===== config.mk =====
export PLATFORM = sky130hd
export DESIGN_NAME = midi_top_flat
export DESIGN_NICKNAME = d
export VERILOG_FILES = /design/src/rtl/midi_if.sv /design/src/rtl/midi_top.sv /design/src/flat_wrapper.sv
export SDC_FILE = /design/constraint.sdc
export NUM_CORES = 1
export LEC_CHECK = 0
export CORE_MARGIN = 8
export CORE_UTILIZATION = 66
export CTS_CLUSTER_DIAMETER = 60
export CTS_CLUSTER_SIZE = 10
export DETAILED_ROUTE_END_ITERATION = 6
export PLACE_DENSITY = 0.9
export SYNTH_ARGS = -nofsm -noshare
export SYNTH_HDL_FRONTEND = slang
export SYNTH_SLANG_ARGS = --single-unit

===== constraint.sdc =====
create_clock -name clk -period 5.3 [get_ports clk]
set_input_delay 0.53 -clock clk [delete_from_list [all_inputs] [get_ports clk]]
set_output_delay 0.53 -clock clk [all_outputs]
set_load 0.01 [all_outputs]

===== src/rtl/midi_if.sv =====
// MIDI synth board-boundary signals: serial MIDI input and square-wave audio output.
interface midi_if;
   logic uart_rx;
   logic audio_pwm;

   modport master (output uart_rx, input audio_pwm);
   modport slave  (input uart_rx, output audio_pwm);
endinterface


===== src/rtl/midi_top.sv =====
// Monophonic MIDI-to-square-wave synthesizer: UART RX, Note On/Off parser, pitch table, tone generator.
// Optional macro MIDI_RUNNING_STATUS_EN keeps the stored status after a completed message.
module midi_top #(
   parameter int CLOCK_FREQ = 100_000_000,
   parameter int BAUD_RATE  = 9600
) (
   input logic clk,
   input logic reset,
   midi_if.slave midi
);
   localparam int CLKS_PER_BIT = CLOCK_FREQ / BAUD_RATE;
   localparam int HALF_BIT     = CLKS_PER_BIT / 2;
   localparam int CNT_W        = $clog2(CLKS_PER_BIT + 1);

   localparam logic [2:0] S_IDLE      = 3'd0;
   localparam logic [2:0] S_START     = 3'd1;
   localparam logic [2:0] S_DATA      = 3'd2;
   localparam logic [2:0] S_STOP      = 3'd3;
   localparam logic [2:0] S_WAIT_HIGH = 3'd4;

   function automatic logic [22:0] half_of(input real freq);
      real h;
      h = real'(CLOCK_FREQ) / (2.0 * freq);
      return 23'($rtoi(h + 0.5));
   endfunction

   // Lowest octave (MIDI notes 0..11); higher octaves are right shifts of these.
   localparam logic [22:0] HALF0  = half_of(8.175798915643707);
   localparam logic [22:0] HALF1  = half_of(8.661957218027252);
   localparam logic [22:0] HALF2  = half_of(9.177023997418988);
   localparam logic [22:0] HALF3  = half_of(9.722718241315029);
   localparam logic [22:0] HALF4  = half_of(10.300861153527183);
   localparam logic [22:0] HALF5  = half_of(10.913382232281373);
   localparam logic [22:0] HALF6  = half_of(11.562325709738575);
   localparam logic [22:0] HALF7  = half_of(12.249857374429663);
   localparam logic [22:0] HALF8  = half_of(12.978271799373287);
   localparam logic [22:0] HALF9  = half_of(13.75);
   localparam logic [22:0] HALF10 = half_of(14.567617547440307);
   localparam logic [22:0] HALF11 = half_of(15.433853164253883);

   logic             rx_meta, rx_sync;
   logic [2:0]       rx_state;
   logic [CNT_W-1:0] bit_cnt;
   logic [2:0]       bit_idx;
   logic [7:0]       shift_reg;
   logic             byte_vld;

   // Sync stage: reset to idle-high so reset never looks like a start bit.
   always_ff @(posedge clk) begin
      if (reset) begin
         rx_meta <= 1'b1;
         rx_sync <= 1'b1;
      end else begin
         rx_meta <= midi.uart_rx;
         rx_sync <= rx_meta;
      end
   end

   // Receiver stage
   always_ff @(posedge clk) begin
      if (reset) begin
         rx_state <= S_IDLE;
         bit_cnt  <= '0;
         bit_idx  <= '0;
         byte_vld <= 1'b0;
      end else begin
         byte_vld <= 1'b0;
         case (rx_state)
            S_IDLE: begin
               bit_cnt <= '0;
               if (!rx_sync) rx_state <= S_START;
            end
            S_START: begin
               if (bit_cnt == CNT_W'(HALF_BIT - 1)) begin
                  bit_cnt  <= '0;
                  bit_idx  <= '0;
                  rx_state <= rx_sync ? S_IDLE : S_DATA;
               end else begin
                  bit_cnt <= bit_cnt + 1'b1;
               end
            end
            S_DATA: begin
               if (bit_cnt == CNT_W'(CLKS_PER_BIT - 1)) begin
                  bit_cnt   <= '0;
                  shift_reg <= {rx_sync, shift_reg[7:1]};
                  if (bit_idx == 3'd7) rx_state <= S_STOP;
                  else                 bit_idx  <= bit_idx + 1'b1;
               end else begin
                  bit_cnt <= bit_cnt + 1'b1;
               end
            end
            S_STOP: begin
               if (bit_cnt == CNT_W'(CLKS_PER_BIT - 1)) begin
                  bit_cnt <= '0;
                  if (rx_sync) begin
                     byte_vld <= 1'b1;
                     rx_state <= S_IDLE;
                  end else begin
                     rx_state <= S_WAIT_HIGH;
                  end
               end else begin
                  bit_cnt <= bit_cnt + 1'b1;
               end
            end
            S_WAIT_HIGH: if (rx_sync) rx_state <= S_IDLE;
            default:     rx_state <= S_IDLE;
         endcase
      end
   end

   logic       status_vld, status_on, data_idx;
   logic [6:0] note_byte, cur_note;
   logic       gate, note_start;

   // Parser and note stage
   always_ff @(posedge clk) begin
      if (reset) begin
         status_vld <= 1'b0;
         status_on  <= 1'b0;
         data_idx   <= 1'b0;
         cur_note   <= '0;
         gate       <= 1'b0;
         note_start <= 1'b0;
      end else begin
         note_start <= 1'b0;
         if (byte_vld) begin
            if (shift_reg[7]) begin
               status_vld <= (shift_reg[7:5] == 3'b100);
               status_on  <= shift_reg[4];
               data_idx   <= 1'b0;
            end else if (status_vld) begin
               if (!data_idx) begin
                  note_byte <= shift_reg[6:0];
                  data_idx  <= 1'b1;
               end else begin
                  data_idx <= 1'b0;
`ifndef MIDI_RUNNING_STATUS_EN
                  status_vld <= 1'b0;
`endif
                  if (status_on && shift_reg[6:0] != 7'd0) begin
                     cur_note   <= note_byte;
                     gate       <= 1'b1;
                     note_start <= 1'b1;
                  end else if (note_byte == cur_note) begin
                     gate <= 1'b0;
                  end
               end
            end
         end
      end
   end

   logic [3:0]  note_mod, note_oct;
   logic [22:0] half_base, half_period, tone_cnt;

   always_comb begin
      note_mod  = 4'(cur_note % 7'd12);
      note_oct  = 4'(cur_note / 7'd12);
      half_base = HALF0;
      case (note_mod)
         4'd1:    half_base = HALF1;
         4'd2:    half_base = HALF2;
         4'd3:    half_base = HALF3;
         4'd4:    half_base = HALF4;
         4'd5:    half_base = HALF5;
         4'd6:    half_base = HALF6;
         4'd7:    half_base = HALF7;
         4'd8:    half_base = HALF8;
         4'd9:    half_base = HALF9;
         4'd10:   half_base = HALF10;
         4'd11:   half_base = HALF11;
         default: half_base = HALF0;
      endcase
      half_period = half_base >> note_oct;
   end

   // Tone stage: a (re)triggered note always starts with a fresh high half-period.
   always_ff @(posedge clk) begin
      if (reset) begin
         tone_cnt       <= '0;
         midi.audio_pwm <= 1'b0;
      end else if (note_start) begin
         tone_cnt       <= '0;
         midi.audio_pwm <= 1'b1;
      end else if (gate) begin
         if (tone_cnt == half_period - 23'd1) begin
            tone_cnt       <= '0;
            midi.audio_pwm <= ~midi.audio_pwm;
         end else begin
            tone_cnt <= tone_cnt + 1'b1;
         end
      end else begin
         tone_cnt       <= '0;
         midi.audio_pwm <= 1'b0;
      end
   end
endmodule


===== src/flat_wrapper.sv =====
// flat-port wrapper written by rule: the top's interface ports become plain ports
module midi_top_flat 
#(
   parameter int CLOCK_FREQ = 100_000_000,
   parameter int BAUD_RATE  = 9600
)
  (clk, reset, midi_uart_rx, midi_audio_pwm);
  midi_if midi_i ();
  input logic clk;
  input logic reset;
  input wire logic [$bits(midi_i.uart_rx)-1:0] midi_uart_rx;
  output wire logic [$bits(midi_i.audio_pwm)-1:0] midi_audio_pwm;
  assign midi_i.uart_rx = midi_uart_rx;
  assign midi_audio_pwm = midi_i.audio_pwm;
  midi_top #(.CLOCK_FREQ(CLOCK_FREQ), .BAUD_RATE(BAUD_RATE)) u_core (.clk(clk), .reset(reset), .midi(midi_i));
endmodule

==> results.py <==
metrics = {
    "sta": {
        "setup_viol_count_final": 0,
        "final_max_slew_viol_count": 0,
        "worstMarginPinSlew_ns": 1.15,
        "finalCritPeriodShare": 0.975,
        "skew_ns": 0.00985,
        "fin_tns_setup_ns": 0,
        "fin_crit_ns": 5.17,
        "rsz0062_at_grt": "false",
        "worst_slack_ns": 0.133,
        "finalHoldViolCount": 0,
        "fmax_ghz": 0.194,
        "fin_hold_ws_ns": 0.422,
        "max_slew_margin": 0.229,
    },
    "logic_synthesis": {
        "async_flop_share": 0,
        "ys_types": 110,
        "syn-cell-area_um2": 7830,
        "syn_inst": 993,
        "syn_area_per_cell_um2": 7.89,
        "yosys_warnings": 0,
        "syn-num-nets": 1006,
        "yosysTopAreaCell": "dfxtp_1",
        "synth_ff_type": "dfxtp_1",
        "synth-seq-cells": 74,
        "synth_top_area_share": 0.151,
        "ys_top_cells_by_area": "dfxtp_1 (15%), edfxtp_1 (5.8%), xnor2_1 (4.6%)",
        "synth_edf_count": 15,
        "seq_area_frac_synth": 0.208,
    },
    "die": {
        "rows": 39,
        "dieArea_um2": 15600,
        "start_util": 0.680,
        "core_um2": 11500,
        "pin_count": 4,
        "die_h_um": 125,
        "die_w_um": 125,
    },
    "place": {
        "dp_slack_ns": 0.234,
        "post_dp_cell_area_um2": 8030,
        "dp_hpwl_mm": 19.1,
        "port_buffers": 3,
        "gp_congestion": 1.05,
        "dp_cells": 1118,
    },
    "global_routing": {
        "grt_first_pass_wirelength_mm": 42.1,
        "first_global_vias": 7653,
        "grt_max_degree": 35,
        "track_usage": 0.327,
        "grt_overflow": 0,
        "antenna_found_initial": 0,
    },
    "finish": {
        "fin_area_um2": 8360,
        "final_cells": 1134,
        "nFillCells": 894,
        "nets": 999,
        "largest_register_ffs": 23,
        "layout-drive-gt1-share": 0.163,
        "num_antenna_cells": 0,
        "area_growth_pct": 6.73,
        "final_util": 0.726,
    },
    "drt": {
        "ant_nets": 0,
        "vias_per_cell": 7.47,
        "route.detailed.drc": 0,
        "wire_per_inst_um": 23.5,
        "drt_pass1_iterations": 7,
        "drt_iter0_markers": 1833,
        "vias": 8474,
        "totalWireLength_mm": 26.7,
    },
    "setup_path": {
        "path_class": "reg -> reg",
        "crit_slowest_cell": "a221oi_2",
        "cp_cell_sequence": "buf_12 > nand2b_2 > a21o_1 > a221oi_2 > nand2_1 > a211oi_1 > a2111o_1 > ha_1 > and3_1 > nand4_4 > or4_1 > o211ai_2 > a31o_2 > nor4b_4 > buf_12 > nor3b_1",
        "cp.required_ns": 5.46,
        "endpoint_kind": "register",
        "path_max_fanout": 24,
        "rr_worst_depth": 16,
        "r2r_slack_ns": 0.13,
        "cp_slowest_stage_delay_ns": 0.72,
        "crit_path_frequent_cell": "buf_12",
        "cp_top_family": "simple AND/OR/NAND/NOR gates",
        "cp-start-kind": "register",
        "r2r-end": "u_core.tone_cnt[1]$_SDFF_PP0_",
        "rr_startpoint": "u_core.cur_note[5]$_SDFFE_PP0P_",
        "cp.buffers_inverters": 2,
        "worstPathArrival_ns": 5.32,
    },
    "clock_tree": {
        "cts_max_level": 3,
        "cts.clk_slew.worst_paths_ns": 0.06,
        "numCtsBuffers": 9,
        "clkSinkCount": 74,
        "cts_tree": "done",
        "post-cts-setup-buffer-count": 0,
        "cts_buffer_depth": 2,
        "clock_latency_ns": 0.34,
        "clock-root-buffer": "clkbuf_16",
    },
    "worst_hold_path": {
        "min-delay-start": "u_core.rx_meta$_SDFF_PP1_",
        "hp-class": "reg -> reg",
        "min_to": "u_core.rx_sync$_SDFF_PP1_",
        "holdPathStages": 1,
    },
    "power": {
        "power_mw": 1.17,
        "peakVddDrop_v": 0.000399,
        "p_per_area_nw_per_um2": 139,
        "p_leak_nw": 2.90,
    },
    "outcome": {
        "status": "completed",
    },
    "run": {
        "cap_violations": 0,
    },
}
-- cells in the mapped netlist, types with 16 or more instances --
library cell,count
nor2_1,93
nand2_1,85
dfxtp_1,59
a21oi_1,52
xnor2_1,41
nand3_1,36
o21ai_0,32
nor3_1,31
xor2_1,27
clkbuf_1,26
buf_2,22
nor3_2,21
nand4_1,20
nor2b_1,17
o22ai_1,17
buf_6,16
-- worst register-to-register path: cells and delay by family (launching register included) --
kind	cells	cell delay, ns
AO/OA/AOI/OAI	6	1.85
adder cells (fa/ha/maj)	1	0.20
buffers and inverters	2	0.46
flip-flops	1	0.54
AND/OR/NAND/NOR	7	1.94
-- cell usage in the layout, fill, tap and decap left out, types with 6 or more instances in the layout --
cell / Yosys / routed
buf_4: 10 / 53
o21ai_0: 32 / 32
nand4_1: 20 / 20
a31o_2: 6 / 6
a22oi_1: 12 / 12
nand2_1: 85 / 85
nand3b_1: 13 / 13
nor4_1: 7 / 7
dfxtp_1: 59 / 54
o21ai_1: 6 / 6
nand3_1: 36 / 36
o22ai_1: 17 / 17
o221ai_1: 9 / 9
nor2_1: 93 / 93
nand2b_1: 15 / 15
nor3b_1: 10 / 9
a211o_1: 7 / 7
edfxtp_1: 15 / 15
nor2b_1: 17 / 15
ha_1: 10 / 8
a21oi_1: 52 / 52
clkbuf_16: 0 / 9
o32ai_1: 13 / 12
and2_1: 11 / 11
a31oi_1: 11 / 11
mux2i_1: 15 / 15
or3_1: 7 / 7
and3_1: 13 / 13
o31ai_1: 10 / 10
a211oi_1: 13 / 12
a221oi_1: 10 / 9
nor3_2: 21 / 21
o211a_1: 6 / 6
o211ai_1: 9 / 9
nor3_1: 31 / 31
a21o_1: 9 / 9
xor2_1: 27 / 27
xnor2_1: 41 / 40
inv_1: 15 / 15
-- routing by layer --
| metal | global-route usage | up-vias | share of wire |
|---|---|---|---|
| li1 | - | 3768 | - |
| met1 | 0.438 | 3960 | 0.40 |
| met2 | 0.503 | 655 | 0.44 |
| met3 | 0.0680 | 91 | 0.13 |
| met4 | 0.133 | 0 | 0.037 |
| met5 | 0 | - | 0 |
-- what timing repair did --
item,in CTS,in global routing
endpoints found under the setup margin,0,24
resized for setup,0,12
hold buffers,0,0
-- report_power, final --
| part | switching [mW] | internal (mW) | total, mW |
|---|---|---|---|
| clock | 0.257 | 0.324 | 0.581 |
| combinational | 0.00710 | 0.00383 | 0.0109 |
| sequential | 0.00131 | 0.572 | 0.573 |
| total | 0.265 | 0.900 | 1.17 |
-- final cells by class --
class / instances / area, um2 / share of cell area
multi-input cells: 825 / 5700 / 0.682
clock buffers: 9 / 225 / 0.0269
inverters: 17 / 63.8 / 0.00763
clock inverters: 7 / 58.8 / 0.00703
flip-flops and latches: 74 / 1640 / 0.197
repair buffers: 59 / 488 / 0.0584
well taps: 143 / 179 / 0.0214
-- worst max-delay path by stage --
stage                     cells after the start                            start                              to  slack (ns)
final                                        16  u_core.cur_note[5]$_SDFFE_PP0P_   u_core.tone_cnt[1]$_SDFF_PP0_        0.13
after global routing                         18  u_core.cur_note[0]$_SDFFE_PP0P_   u_core.tone_cnt[1]$_SDFF_PP0_       0.002
after CTS                                    16  u_core.cur_note[5]$_SDFFE_PP0P_   u_core.tone_cnt[1]$_SDFF_PP0_        0.19
after detailed placement                     16  u_core.cur_note[5]$_SDFFE_PP0P_   u_core.tone_cnt[1]$_SDFF_PP0_        0.23
after global placement                       18  u_core.cur_note[1]$_SDFFE_PP0P_  u_core.tone_cnt[19]$_SDFF_PP0_        0.30
after floorplan                              19  u_core.cur_note[1]$_SDFFE_PP0P_   u_core.tone_cnt[9]$_SDFF_PP0_        0.70
-- kinds of logic (layout without fill, tap and decap cells) --
group                    Yosys count  in the layout  synth area share
buffers and inverters             94             92            0.0701
XOR/XNOR                          71             71            0.0823
flip-flops                        74             74             0.208
multiplexers                      19             19            0.0252
AO/OA/AOI/OAI                    295            295             0.287
adder cells (fa/ha/maj)           11             11            0.0173
AND/OR/NAND/NOR                  429            429             0.310
(Power assumes the default switching activity.)
